`src/rtl/upload_mux_pkg.sv`:
```
// rtl/upload_mux_pkg.sv - shared types and constants for the upload stream multiplexer
package upload_mux_pkg;

   typedef enum logic [2:0] {
      ST_IDLE,
      ST_SYNC0,
      ST_SYNC1,
      ST_CHID,
      ST_LEN,
      ST_PAYLOAD,
      ST_CSUM
   } state_t;

   localparam logic [7:0] SYNC0_DEFAULT = 8'hAA;
   localparam logic [7:0] SYNC1_DEFAULT = 8'h55;
   localparam int         CHID_W        = 3;

endpackage

```
`src/rtl/upload_ch_fifo.sv`:
```
// rtl/upload_ch_fifo.sv - per-channel byte FIFO with occupancy count and two-deep read peek
module upload_ch_fifo #(
   parameter int DEPTH = 16
) (
   input  logic                     clk,
   input  logic                     rst_n,
   input  logic                     wr_en,
   input  logic [7:0]               wr_data,
   input  logic                     rd_en,
   output logic [7:0]               rd_head,
   output logic [7:0]               rd_next,
   output logic [$clog2(DEPTH):0]   count
);
   localparam int            AW   = $clog2(DEPTH);
   localparam logic [AW:0]   FULL = (AW+1)'(DEPTH);

   logic [7:0]    r_mem [DEPTH];
   logic [AW-1:0] r_wr_ptr;
   logic [AW-1:0] r_rd_ptr;
   logic [AW:0]   r_count;
   logic          w_wr;
   logic          w_rd;

   assign w_wr    = wr_en && (r_count != FULL);
   assign w_rd    = rd_en && (r_count != '0);
   assign rd_head = r_mem[r_rd_ptr];
   // rd_next lets the drain path present the following byte without a bubble
   assign rd_next = r_mem[r_rd_ptr + AW'(1)];
   assign count   = r_count;

   always_ff @(posedge clk) begin
      if (w_wr) r_mem[r_wr_ptr] <= wr_data;
   end

   always_ff @(posedge clk or negedge rst_n) begin
      if (!rst_n) begin
         r_wr_ptr <= '0;
         r_rd_ptr <= '0;
         r_count  <= '0;
      end else begin
         if (w_wr) r_wr_ptr <= r_wr_ptr + AW'(1);
         if (w_rd) r_rd_ptr <= r_rd_ptr + AW'(1);
         if (w_wr && !w_rd)      r_count <= r_count + 1'b1;
         else if (!w_wr && w_rd) r_count <= r_count - 1'b1;
      end
   end

endmodule

```
`src/rtl/upload_stream_mux.sv`:
```
// rtl/upload_stream_mux.sv - round-robin framer merging per-channel byte FIFOs into one upload stream
module upload_stream_mux
   import upload_mux_pkg::*;
#(
   parameter int         NUM_CH        = 4,
   parameter int         FIFO_DEPTH    = 16,
   parameter int         MAX_PAYLOAD   = 8,
   parameter int         FLUSH_TIMEOUT = 1000,
   parameter logic [7:0] SYNC0         = SYNC0_DEFAULT,
   parameter logic [7:0] SYNC1         = SYNC1_DEFAULT
) (
   input  logic                  clk,
   input  logic                  rst_n,
   input  logic [NUM_CH*8-1:0]   src_data,
   input  logic [NUM_CH-1:0]     src_valid,
   output logic [NUM_CH-1:0]     src_ready,
   output logic [7:0]            usb_upload_data,
   output logic                  usb_upload_valid,
   input  logic                  usb_upload_ready,
   output logic [NUM_CH-1:0]     overflow,
   input  logic                  ovf_clear,
   output logic                  busy
);
   localparam int CW = $clog2(FIFO_DEPTH) + 1;
   localparam int TW = $clog2(FLUSH_TIMEOUT + 1);

   logic [CW-1:0]     w_count [NUM_CH];
   logic [7:0]        w_head  [NUM_CH];
   logic [7:0]        w_next  [NUM_CH];
   logic [NUM_CH-1:0] w_full;
   logic [NUM_CH-1:0] w_wr;
   logic [NUM_CH-1:0] w_pop;
   logic [NUM_CH-1:0] w_elig;
   logic [TW-1:0]     r_timer [NUM_CH];
   logic [NUM_CH-1:0] r_ovf;

   state_t            r_state;
   logic [CHID_W-1:0] r_ch;
   logic [CHID_W-1:0] r_rr;
   logic [7:0]        r_left;
   logic [7:0]        r_sum;
   logic [7:0]        r_data;
   logic              r_valid;
   logic              r_busy;

   logic              w_arb;
   logic [CHID_W-1:0] w_pick;
   logic [7:0]        w_len;
   logic [7:0]        w_head_sel;
   logic [7:0]        w_next_sel;
   int                w_idx;

   for (genvar g = 0; g < NUM_CH; g++) begin : g_ch
      upload_ch_fifo #(.DEPTH(FIFO_DEPTH)) u_fifo (
         .clk     (clk),
         .rst_n   (rst_n),
         .wr_en   (w_wr[g]),
         .wr_data (src_data[8*g +: 8]),
         .rd_en   (w_pop[g]),
         .rd_head (w_head[g]),
         .rd_next (w_next[g]),
         .count   (w_count[g])
      );
      assign w_full[g] = (w_count[g] == CW'(FIFO_DEPTH));
      assign w_wr[g]   = src_valid[g] && !w_full[g];
      assign w_pop[g]  = (r_state == ST_PAYLOAD) && usb_upload_ready && (r_ch == CHID_W'(g));
      assign w_elig[g] = (w_count[g] >= CW'(MAX_PAYLOAD)) ||
                         ((w_count[g] != '0) && (r_timer[g] == TW'(FLUSH_TIMEOUT)));
   end

   // Scan downward so the last hit is the first eligible channel at or after r_rr
   always_comb begin
      w_arb  = 1'b0;
      w_pick = '0;
      w_len  = '0;
      w_idx  = 0;
      for (int i = NUM_CH - 1; i >= 0; i--) begin
         w_idx = int'(r_rr) + i;
         if (w_idx >= NUM_CH) w_idx = w_idx - NUM_CH;
         if (w_elig[w_idx]) begin
            w_arb  = 1'b1;
            w_pick = CHID_W'(w_idx);
            w_len  = (w_count[w_idx] >= CW'(MAX_PAYLOAD)) ? 8'(MAX_PAYLOAD) : 8'(w_count[w_idx]);
         end
      end
      if (r_state != ST_IDLE) w_arb = 1'b0;
   end

   always_comb begin
      w_head_sel = '0;
      w_next_sel = '0;
      for (int i = 0; i < NUM_CH; i++) begin
         if (r_ch == CHID_W'(i)) begin
            w_head_sel = w_head[i];
            w_next_sel = w_next[i];
         end
      end
   end

   always_ff @(posedge clk or negedge rst_n) begin
      if (!rst_n) begin
         for (int i = 0; i < NUM_CH; i++) r_timer[i] <= '0;
         r_ovf <= '0;
      end else begin
         for (int i = 0; i < NUM_CH; i++) begin
            if (w_wr[i] || (w_count[i] == '0) || (w_arb && (w_pick == CHID_W'(i))))
               r_timer[i] <= '0;
            else if (r_timer[i] != TW'(FLUSH_TIMEOUT))
               r_timer[i] <= r_timer[i] + 1'b1;
         end
         if (ovf_clear) r_ovf <= '0;
         else           r_ovf <= r_ovf | (src_valid & w_full);
      end
   end

   always_ff @(posedge clk or negedge rst_n) begin
      if (!rst_n) begin
         r_state <= ST_IDLE;
         r_ch    <= '0;
         r_rr    <= '0;
         r_left  <= '0;
         r_sum   <= '0;
         r_data  <= '0;
         r_valid <= 1'b0;
         r_busy  <= 1'b0;
      end else begin
         case (r_state)
            ST_IDLE: if (w_arb) begin
               r_ch    <= w_pick;
               r_left  <= w_len;
               r_rr    <= (w_pick == CHID_W'(NUM_CH - 1)) ? '0 : w_pick + 1'b1;
               r_state <= ST_SYNC0;
               r_data  <= SYNC0;
               r_valid <= 1'b1;
               r_busy  <= 1'b1;
            end
            ST_SYNC0: if (usb_upload_ready) begin
               r_state <= ST_SYNC1;
               r_data  <= SYNC1;
            end
            ST_SYNC1: if (usb_upload_ready) begin
               r_state <= ST_CHID;
               r_data  <= {{(8 - CHID_W){1'b0}}, r_ch};
               r_sum   <= {{(8 - CHID_W){1'b0}}, r_ch};
            end
            ST_CHID: if (usb_upload_ready) begin
               r_state <= ST_LEN;
               r_data  <= r_left;
               r_sum   <= r_sum + r_left;
            end
            ST_LEN: if (usb_upload_ready) begin
               r_state <= ST_PAYLOAD;
               r_data  <= w_head_sel;
               r_sum   <= r_sum + w_head_sel;
            end
            ST_PAYLOAD: if (usb_upload_ready) begin
               r_left <= r_left - 1'b1;
               if (r_left == 8'd1) begin
                  r_state <= ST_CSUM;
                  r_data  <= r_sum;
               end else begin
                  r_data <= w_next_sel;
                  r_sum  <= r_sum + w_next_sel;
               end
            end
            ST_CSUM: if (usb_upload_ready) begin
               r_state <= ST_IDLE;
               r_data  <= '0;
               r_valid <= 1'b0;
               r_busy  <= 1'b0;
            end
            default: r_state <= ST_IDLE;
         endcase
      end
   end

   assign src_ready        = ~w_full;
   assign usb_upload_data  = r_data;
   assign usb_upload_valid = r_valid;
   assign overflow         = r_ovf;
   assign busy             = r_busy;

endmodule
```
`config.mk`:
```
export PLATFORM = sky130hd
export DESIGN_NAME = upload_stream_mux
export DESIGN_NICKNAME = d
export VERILOG_FILES = /design/src/rtl/upload_mux_pkg.sv /design/src/rtl/upload_ch_fifo.sv /design/src/rtl/upload_stream_mux.sv
export SDC_FILE = /design/constraint.sdc
export NUM_CORES = 1
export LEC_CHECK = 0
export CAP_MARGIN = 30
export CORE_ASPECT_RATIO = 1.75
export CORE_MARGIN = 4
export CORE_UTILIZATION = 40
export CTS_CLUSTER_SIZE = 25
export DETAILED_ROUTE_END_ITERATION = 16
export SLEW_MARGIN = 20
export SYNTH_ARGS = -nofsm -noshare
export SYNTH_HDL_FRONTEND = slang
export SYNTH_SLANG_ARGS = --single-unit
```
`constraint.sdc`:
```
create_clock -name clk -period 11.9 [get_ports clk]
set_clock_uncertainty 0.2 [all_clocks]
set_input_delay 2.975 -clock clk [delete_from_list [all_inputs] [get_ports clk]]
set_output_delay 2.975 -clock clk [all_outputs]
set_load 0.01 [all_outputs]
```
Word level (Yosys, flattened, before mapping)
Memories as Yosys holds them, arrays and structs flattened.
Cells that the tools add are included.
W data, S select, Z words.
{"block": "classes", "magnitude_cmp": 20, "n_eq_ne": 38, "n_reduce_logical": 87, "add_sub_neg": 32, "n_bitwise": 7, "muxes": 108}
{"operator": "$mux W8", "count": 25}
{"operator": "$ge A32 B3 Y1 const B", "count": 4}
{"operator": "$lt A32 B4 Y1 const B", "count": 4}
{"operator": "$mux W32", "count": 4}
{"operator": "$not A32 Y32", "count": 4}
{"operator": "$mux W5", "count": 21}
{"operator": "$mux W10", "count": 8}
{"operator": "$pmux W8 S7", "count": 1}
{"operator": "$add A10 B1 Y10 const B", "count": 4}
{"operator": "$bmux W5 S2", "count": 4}
{"operator": "$eq A10 B10 Y1 const B", "count": 4}
{"operator": "$ge A5 B4 Y1 const B", "count": 8}
{"operator": "$ne A10 B10 Y1 const B", "count": 4}
{"operator": "$mux W3", "count": 13}
{"operator": "$logic_and A1 B1 Y1", "count": 33}
{"operator": "$add A4 B1 Y4 const B", "count": 8}
{"operator": "$pmux W8 S4", "count": 1}
{"operator": "$add A8 B8 Y8", "count": 3}
{"operator": "$mux W1", "count": 23}
{"operator": "$pmux W3 S7", "count": 1}
{"operator": "$add A5 B1 Y5 const B", "count": 4}
{"operator": "$eq A5 B5 Y1 const B", "count": 4}
{"operator": "$logic_not A5 Y1", "count": 4}
{"operator": "$ne A5 B5 Y1 const B", "count": 4}
{"operator": "other kinds (34)", "count": 99}
{"block": "totals", "memories": 4, "wordCells": 320, "out_inout_bits": 18, "input_bits": 40, "ram_bits": 512, "ff_bits": 130}
{"memory": "g_ch[0].u_fifo.r_mem", "depth": 16, "word_bits": 8, "read_ports": 2, "rd_ports_with_merged_regs": 0, "wr": 1, "line": "upload_ch_fifo.sv:17", "source": "logic [7:0] r_mem [DEPTH];"}
{"memory": "g_ch[1].u_fifo.r_mem", "depth": 16, "word_bits": 8, "read_ports": 2, "rd_ports_with_merged_regs": 0, "wr": 1, "line": "upload_ch_fifo.sv:17"}
{"memory": "g_ch[2].u_fifo.r_mem", "depth": 16, "word_bits": 8, "read_ports": 2, "rd_ports_with_merged_regs": 0, "wr": 1, "line": "upload_ch_fifo.sv:17"}
{"memory": "g_ch[3].u_fifo.r_mem", "depth": 16, "word_bits": 8, "read_ports": 2, "rd_ports_with_merged_regs": 0, "wr": 1, "line": "upload_ch_fifo.sv:17"}

Depth between registers and ports, before layout
Gate-level depths: netlist of the first run.
{"block": "logic_depth", "word_depth": 15, "mapped_depth": 19, "ltp_nobuf": 15}

Modules after synthesis
From an unflattened synthesis of the first run, not the netlist that was laid out.
{"block": "unflattened", "cells_unflattened": 2366, "hier_area_um2": 33324.5}
{"module": "upload_ch_fifo at g_ch[0].u_fifo", "cells_per_inst": 461, "seq_area_each_um2": 4169.0, "n_inst": 1, "area_per_inst_um2": 6800.3}
{"module": "upload_ch_fifo at g_ch[1].u_fifo", "cells_per_inst": 462, "seq_area_each_um2": 4169.0, "n_inst": 1, "area_per_inst_um2": 6794.0}
{"module": "upload_ch_fifo at g_ch[3].u_fifo", "cells_per_inst": 363, "seq_area_each_um2": 4169.0, "n_inst": 1, "area_per_inst_um2": 6716.4}
{"module": "upload_ch_fifo at g_ch[2].u_fifo", "cells_per_inst": 363, "seq_area_each_um2": 4169.0, "n_inst": 1, "area_per_inst_um2": 6703.9}
{"module": "upload_stream_mux", "cells_per_inst": 717, "seq_area_each_um2": 1951.9, "n_inst": 1, "area_per_inst_um2": 6309.8}

Least setup slack after synthesis of the first run
Ideal clock, no wire load.
{"block": "synth_path", "path_type": "input-to-reg", "start": "input port usb_upload_ready", "end": "register g_ch[0].u_fifo.r_count[4]", "path_stages": 11, "slack_ps": 6675, "t_arrival_ps": 4899, "setup_ps": 126, "n_path_buf": 0, "required_time_ps": 11574, "path_cell_list": "nand2_1 nor3b_1 inv_1 ha_1 inv_1 ha_1 a21o_1 a21oi_1 xnor2_1 nor2_1 xor2_1"}
{"block": "synth_via", "elab_chain_cells": 6, "word_cells_on_any_way": 8, "cone_classes": "1 x mux; 7 x reduce/logical"}
{"item": "from (decl)", "line": "upload_stream_mux.sv:19", "source": "input logic usb_upload_ready,"}
{"item": "$logic_and A1 B1 Y1 * (2 in a row)", "line": "upload_stream_mux.sv:66", "source": "assign w_pop[g] = (r_state == ST_PAYLOAD) && usb_upload_ready && (r_ch == CHID_W'(g));"}
{"item": "$logic_and A1 B1 Y1 *", "line": "upload_ch_fifo.sv:25", "source": "assign w_rd = rd_en && (r_count != '0);"}
{"item": "$logic_not A1 Y1", "line": "upload_ch_fifo.sv:43", "source": "if (w_wr && !w_rd) r_count <= r_count + 1'b1;"}
{"item": "$logic_and A1 B1 Y1", "line": "upload_ch_fifo.sv:43"}
{"item": "$mux W5 or $reduce_bool A2 Y1 (tied branches)"}
{"item": "to (signal assigned)", "line": "upload_ch_fifo.sv:43"}
{"item": "to (signal assigned)", "line": "upload_ch_fifo.sv:44", "source": "else if (!w_wr && w_rd) r_count <= r_count - 1'b1;"}
{"item": "to (decl)", "line": "upload_ch_fifo.sv:20", "source": "logic [AW:0] r_count;"}
Every way passes the cells marked *; elsewhere a longest branch is shown, timed or not.
A chain may end at the register's enable or synchronous reset.

Worst setup path in the final report of the first run
{"block": "layout_path", "start": "input port usb_upload_ready", "end": "register g_ch[3].u_fifo.r_count[4]"}
{"block": "layout_via", "elab_chain_cells": 6, "word_cells_on_any_way": 8, "cone_classes": "1 x mux; 7 x reduce/logical"}
{"item": "$logic_and A1 B1 Y1 * (2 in a row)", "line": "upload_stream_mux.sv:66"}
{"item": "$logic_and A1 B1 Y1 *", "line": "upload_ch_fifo.sv:25"}
{"item": "$logic_not A1 Y1", "line": "upload_ch_fifo.sv:43"}
{"item": "$logic_and A1 B1 Y1", "line": "upload_ch_fifo.sv:43"}
{"item": "$mux W5 or $reduce_bool A2 Y1 (tied branches)"}
{"item": "to (signal assigned)", "line": "upload_ch_fifo.sv:43"}
{"item": "to (signal assigned)", "line": "upload_ch_fifo.sv:44"}
{"item": "to (decl)", "line": "upload_ch_fifo.sv:20"}
Marks and branches as above.

==> results of run 1 <==
-- worst min-delay path: cells and delay by family (launching register included) --
family	cells	cell delay [ns]
flops	1	0.35
compound gates	1	0.07
simple gates	1	0.05
-- state kept, by name, indices dropped and copies added (netlist names), 3 cells and up --
name / flops
g_ch.u_fifo.count: 20
g_ch.u_fifo.r_mem: 512
g_ch.u_fifo.r_rd_ptr: 16
g_ch.u_fifo.r_wr_ptr: 16
overflow: 4
r_ch: 3
r_left: 8
r_rr: 3
r_state: 3
r_sum: 8
r_timer: 40
usb_upload_data: 8
-- through the flow --
stage               utilization [%]  hold slack, ns
detailed placement            43.03          0.2828
CTS                           45.60          0.3117
floorplan                         -          0.2776
finish                        45.67          0.3176
global placement              42.77          0.2871
global route                  45.67          0.3588
-- layout make-up --
type	instances	share of cell area (%)
well taps	1042	3.566
clock inverters	41	1.311
clock buffers	71	4.315
inverters	37	0.3798
repair buffers	141	3.514
multi-input cells	1159	35.91
flip-flops and latches	642	50.99
diodes	2	0.01369
-- cells in the final DEF (no fill, tap or decap), drive strengths merged, types with 24 or more instances in the layout --
master         instances
a21oi                 38
buf                   85
clkbuf                71
clkdlybuf4s50         56
clkinv                24
dfrtp                130
edfxtp               512
ha                    64
inv                   39
mux2i                 26
mux4                 335
nand2                113
nand3                 41
nor2                 146
nor3                  34
o21ai                 55
xnor2                 63
xor2                  38
-- power groups by stage --
stage | clock network [mW] | registers [mW] | logic [mW]
floorplan | 0 | 2.94 | 2.58
detailed placement | 0 | 3.16 | 3.42
CTS | 2.07 | 3.12 | 3.44
finish | 2.03 | 3.12 | 3.42
global route | 2.16 | 3.16 | 3.67
global placement | 0 | 3.15 | 3.34
-- routing by layer --
metal / vias to the layer above / global-route usage, % / part of all wire (%)
met1: 9909 / 22.78 / 36
met4: 4 / 7.630 / 4.3
met3: 173 / 2.665 / 4.8
li1: 8055 / - / -
met2: 598 / 37.08 / 55
met5: - / 0 / 0.029
-- kinds of logic (layout without fill, tap and decap cells) --
family                   after synthesis  count (layout)  share of synthesized area (%)
XOR/XNOR                             101             101                          2.730
multiplexers                         371             371                          24.50
adder cells (fa/ha/maj)               69              69                          2.781
AO/OA/AOI/OAI                        205             205                          4.264
flip-flops                           642             642                          57.50
other                                  0               2                              0
buffers and inverters                162             290                          2.082
AND/OR/NAND/NOR                      413             413                          6.148
-- how the worst max path moves through the flow --
| stage | cells past startpoint | from | endpoint |
|---|---|---|---|
| floorplan | 11 | usb_upload_ready | g_ch[0].u_fifo.count[4] |
| global placement | 12 | usb_upload_ready | g_ch[0].u_fifo.count[4] |
| detailed placement | 12 | usb_upload_ready | g_ch[3].u_fifo.count[4] |
| CTS | 16 | g_ch[2].u_fifo.r_rd_ptr[0] | r_sum[7] |
| global route | 12 | usb_upload_ready | g_ch[3].u_fifo.count[4] |
| finish | 12 | usb_upload_ready | g_ch[3].u_fifo.count[4] |
==> impl_metrics.csv, run 1 <==
group,metric,value,unit
route,routedWlPerCell,27.11,um
sta,max_freq,163.6,MHz
power,internal_power,5.515,mW
power,total_power,8.561,mW
layout,regArea,0.01864,mm2
route,drtIter0Drc,1564,
sta,setup_viol,0,
power,pwr-share-seq,36.4,%
power,switching_power,3.045,mW
route,first_pass_iters,5,
die,start_util,40.47,%
sta,rsz0062_at_grt,"false",
synth,yosysWarningCount,0,
synth,synth_most_common_cell,"edfxtp_1",
synth,postSynthNetCount,2072,
clocking,cts_resized,0,
placement,dp_slack,5.163,ns
clocking,clk_transition_reported_paths,0.06,ns
clocking,clock_sinks,642,
critical_path,start_kind,"input port",
synth,synth_top_area_share,47.46,%
grt,overflow,0,
power,ir_drop,126.2,uV
clocking,cts_hold_buf,0,
power,p_sw_share,35.57,%
placement,dp_cells,3016,
layout,fin_nets,2149,
clocking,cts_htree_levels,2,
critical_path,cp.required,12.22,ns
critical_path,rr_worst_depth,17,
grt,grt_pass1_wl,127.9,mm
layout,final-instance-count-excl-fill,3135,
synth,synth_edf_count,512,
critical_path,end_kind,"register",
die,fp.coreArea,0.08005,mm2
power,pwr-share-clk,23.7,%
grt,grt_usage,19.76,%
sta,tightest_slew,0.9739,ns
critical_path,crit_buf_inv,3,
sta,setup_tns,0,ns
critical_path,cp_slowest_stage_delay,0.81,ns
layout,drive_gt1_share,27.59,%
sta,slew-limit-headroom,34.49,%
synth,synth-seq-area-share,57.50,%
grt,antenna_found_initial,4,
route,drt_wl_total,84.99,mm
critical_path,path_class,"input port to register",
grt,grt_pass1_vias,19632,
synth,synth_seq_cells,642,
placement,gp_congestion,0.8675,
route,ant_nets,0,
die,ios,58,
sta,hold_viol_final,0,
layout,syn_to_final_growth,12.86,%
clocking,clock_latency,0.65,ns
synth,synth_flop_cell,"edfxtp_1",
critical_path,cp_cell_sequence,"clkdlybuf4s50_1, nand2_1, nor3_1, inv_1, ha_1, inv_1, ha_1, a21o_1, a21oi_1, xnor2_1, nor2_1, xor2_1",
synth,async_flop_share,20.25,%
sta,post-route-period-util,51.38,%
layout,multi_input_area,0.01313,mm2
route,drc,0,
grt,grt_max_degree,72,
critical_path,crit_arrival,6.43,ns
clocking,cts-buffers-inserted,59,
synth,synthTopCellsByArea,"edfxtp_1, mux4_2, dfrtp_1",
clocking,cts_setup_buffers,0,
critical_path,r2r-end,"r_sum[7]",
run,maxCapViolations,0,
synth,yosys-top-cells-count,"edfxtp_1, mux4_2, nor2_1",
critical_path,cp_max_fo,17,
critical_path,crit_family,"buffers and inverters",
worst_hold_path,hold_path_class,"register to register",
synth,synthCells,1963,
route,vias,18739,
sta,final.min_clock_period,6.114,ns
worst_hold_path,whs_path_depth,2,
placement,numPortBuffers,57,
power,total_leakage_power,12.18,nW
placement,place_area,0.03444,mm2
synth,syn_area,0.03240,mm2
worst_hold_path,holdPathEnd,"usb_upload_data[3]",
status,status,"completed",
critical_path,timing.rr.start,"g_ch[2].u_fifo.r_rd_ptr[0]",
die,die_w,223.1,um
sta,fin_ws,5.786,ns
clocking,cts_tree,"done",
worst_hold_path,worstHoldStart,"usb_upload_data[3]",
synth,yosysTopAreaCell,"edfxtp_1",
die,rows,137,
layout,finalInstanceArea,0.03656,mm2
power,combPwrFrac,39.9,%
synth,avgSynthCellArea,16.50,um2
sta,drv_slew,0,
placement,hpwl,59.97,mm
die,die_y,384.5,um
die,dieArea,0.08579,mm2
clocking,cts.root.buffer_cell,"clkbuf_16",
route,viasPerCell,5.977,
critical_path,crit_path_top_delay_cell,"clkdlybuf4s50_1",
synth,synth.distinct_cells,78,
layout,fillers,6843,
clocking,clk_path_buf_depth,3,
critical_path,r2r_slack,6.11,ns
power,powerDensity,234.1,mW/mm2
Power figures use the tool's default switching activity.
==> run 2, diff against run 1 <==
- clock period: 11.9 -> 6.05 ns (I/O delays scaled with it)
==> run 2 against run 1 <==
- combinational power increased by 98%
- clock power increased by 97%
- worst setup slack got worse by 4.9 ns
- first-iteration DRC count decreased by 2.2%
- non-clock buffer count increased by 4
- via count decreased by 0.33%
- sequential share of layout area about the same
- wire length increased by 0.22%
- die area unchanged
- register-to-register slack got worse by 5.2 ns
- critical path type is now register to register
- critical endpoint is now r_sum[7]
- highest routed layer unchanged
==> impl_metrics.csv, run 2 (synthesis gave the netlist of run 1 again) <==
group,metric,value,unit
sta,setup_viol,0,
critical_path,cp_max_fo,23,
layout,final_cell_mix,"edfxtp_1, mux4_2, dfrtp_1",
critical_path,rr_worst_depth,14,
die,die_w,223.1,um
clocking,clock_latency,0.66,ns
clocking,clk_transition_reported_paths,0.07,ns
worst_hold_path,whs_path_depth,2,
status,status,"completed",
placement,hpwl,60.95,mm
sta,drv_slew,0,
sta,rsz0062_at_grt,"false",
clocking,cts_resized,0,
layout,fin_nets,2152,
power,powerDensity,461.1,mW/mm2
worst_hold_path,worstHoldStart,"overflow[1]",
route,ant_nets,0,
clocking,cts_hold_buf,0,
die,start_util,40.47,%
sta,final.min_clock_period,5.160,ns
die,die_y,384.5,um
die,rows,137,
sta,fin_ws,0.8900,ns
route,drt_wl_total,85.18,mm
route,vias,18677,
sta,post-route-period-util,85.29,%
layout,largest_register,"g_ch.u_fifo.r_mem",
grt,antenna_found_initial,5,
grt,grt_pass1_vias,19586,
critical_path,crit_arrival,5.52,ns
route,first_pass_iters,5,
critical_path,cp.required,6.41,ns
sta,tightest_slew,1.014,ns
clocking,cts_setup_buffers,0,
critical_path,cp_cell_sequence,"ha_2, buf_4, mux4_2, mux4_2, o21ai_0, o21ai_0, ha_1, a21o_1, a21oi_1, o21ai_0, o41ai_1, xnor2_1, xnor2_1, a22o_1",
grt,overflow,0,
layout,syn_to_final_growth,12.92,%
sta,slew-limit-headroom,31.49,%
route,routedWlPerCell,27.15,um
clocking,cts_htree_levels,2,
critical_path,critical_path.most_common_cell,"o21ai_0",
clocking,cts.root.buffer_cell,"clkbuf_16",
clocking,clk_path_buf_depth,3,
die,dieArea,0.08579,mm2
placement,numPortBuffers,57,
worst_hold_path,holdPathEnd,"overflow[1]",
layout,largest_reg_flops,512,
grt,grt_max_degree,86,
die,ios,58,
route,viasPerCell,5.954,
clocking,clock_sinks,642,
layout,fin_util,45.70,%
grt,grt_pass1_wl,127.6,mm
critical_path,cp_slowest_stage_delay,0.58,ns
layout,final_common_cell,"edfxtp_1",
layout,drive_gt1_share,28.09,%
route,drtIter0Drc,1529,
placement,dp_slack,0.9121,ns
sta,max_freq,193.8,MHz
critical_path,r2r-end,"r_sum[7]",
power,ir_drop,262.7,uV
run,maxCapViolations,0,
critical_path,end_kind,"register",
worst_hold_path,hold_path_class,"register to register",
grt,grt_usage,19.76,%
clocking,cts-buffers-inserted,58,
sta,hold_viol_final,0,
critical_path,crit_path_top_delay_cell,"ha_2",
critical_path,r2r_slack,0.89,ns
power,total_leakage_power,12.18,nW
placement,gp_congestion,0.9319,
die,fp.coreArea,0.08005,mm2
clocking,cts_tree,"done",
layout,finalInstanceArea,0.03658,mm2
sta,setup_tns,0,ns
critical_path,path_class,"register to register",
critical_path,timing.rr.start,"g_ch[3].u_fifo.r_rd_ptr[0]",
critical_path,start_kind,"register",
route,drc,0,
placement,place_area,0.03449,mm2
==> run 2: changes by cell type in the layout (fill, tap and decap cells not counted), moves of 3 or more <==
cell / change
clkinv_1: +5
nor2_1: -12
clkinv_4: -3
clkbuf_8: +3
buf_6: -8
nor2_2: +12
buf_4: +13
==> run 2: final cells by class <==
cell class | instances | area (um2)
fill | 6783 | 43470
sequential | 642 | 18640
multi-input combinational | 1159 | 13160
timing repair buffer | 145 | 1272
antenna | 2 | 5.005
tap | 1042 | 1304
inverter | 37 | 138.9
clock inverter | 41 | 506.7
clock buffer | 69 | 1554
==> run 2: where the power goes <==
part | switching (mW) | internal, mW
sequential | 0.711 | 5.41
clock | 1.71 | 2.28
combinational | 3.55 | 3.21
==> run 2: critical path, delay by kind of cell, from the launching register on <==
family / cells / cell delay (ns)
AOI/OAI and AO/OA: 7 / 1.63
muxes: 2 / 1.10
adders and majority gates: 2 / 0.89
DFF: 1 / 0.48
buffers and inverters: 1 / 0.48
xor gates and xnor gates: 2 / 0.27
==> run 2: how the worst max path moves through the flow <==
| stage | endpoint | start | slack (ns) | cells after the start |
|---|---|---|---|---|
| 2_1_floorplan | r_sum[6] | g_ch[3].u_fifo.r_rd_ptr[0] | 1.05 | 16 |
| 3_3_place_gp | r_sum[7] | g_ch[3].u_fifo.r_rd_ptr[0] | 0.90 | 14 |
| 3_5_place_dp | r_sum[7] | g_ch[3].u_fifo.r_rd_ptr[0] | 0.91 | 14 |
| 4_1_cts | r_sum[7] | g_ch[3].u_fifo.r_rd_ptr[0] | 0.91 | 14 |
| 5_1_grt | r_sum[7] | g_ch[3].u_fifo.r_rd_ptr[0] | 0.58 | 14 |
| 6_report | r_sum[7] | g_ch[3].u_fifo.r_rd_ptr[0] | 0.89 | 14 |
==> run 2: stage by stage <==
| step | power, mW | hold WS, ns | cells |
|---|---|---|---|
| after floorplan | 10.87 | 0.2776 | 1963 |
| after CTS | 16.99 | 0.3367 | 3133 |
| final | 16.87 | 0.3255 | 3137 |
| after global placement | 12.81 | 0.3071 | 3011 |
| after detailed placement | 12.98 | 0.3221 | 3023 |
| after global routing | 17.71 | 0.3524 | 3136 |
==> run 2: layer usage <==
metal	part of all wire, %	up-vias	global-route usage, %	routed length (um)
met5	0.046	-	0	39
met4	4.0	6	7.025	3377
met3	5.0	145	3.062	4265
met2	56	587	38.04	48000
met1	35	9877	21.90	29500
li1	-	8062	-	-
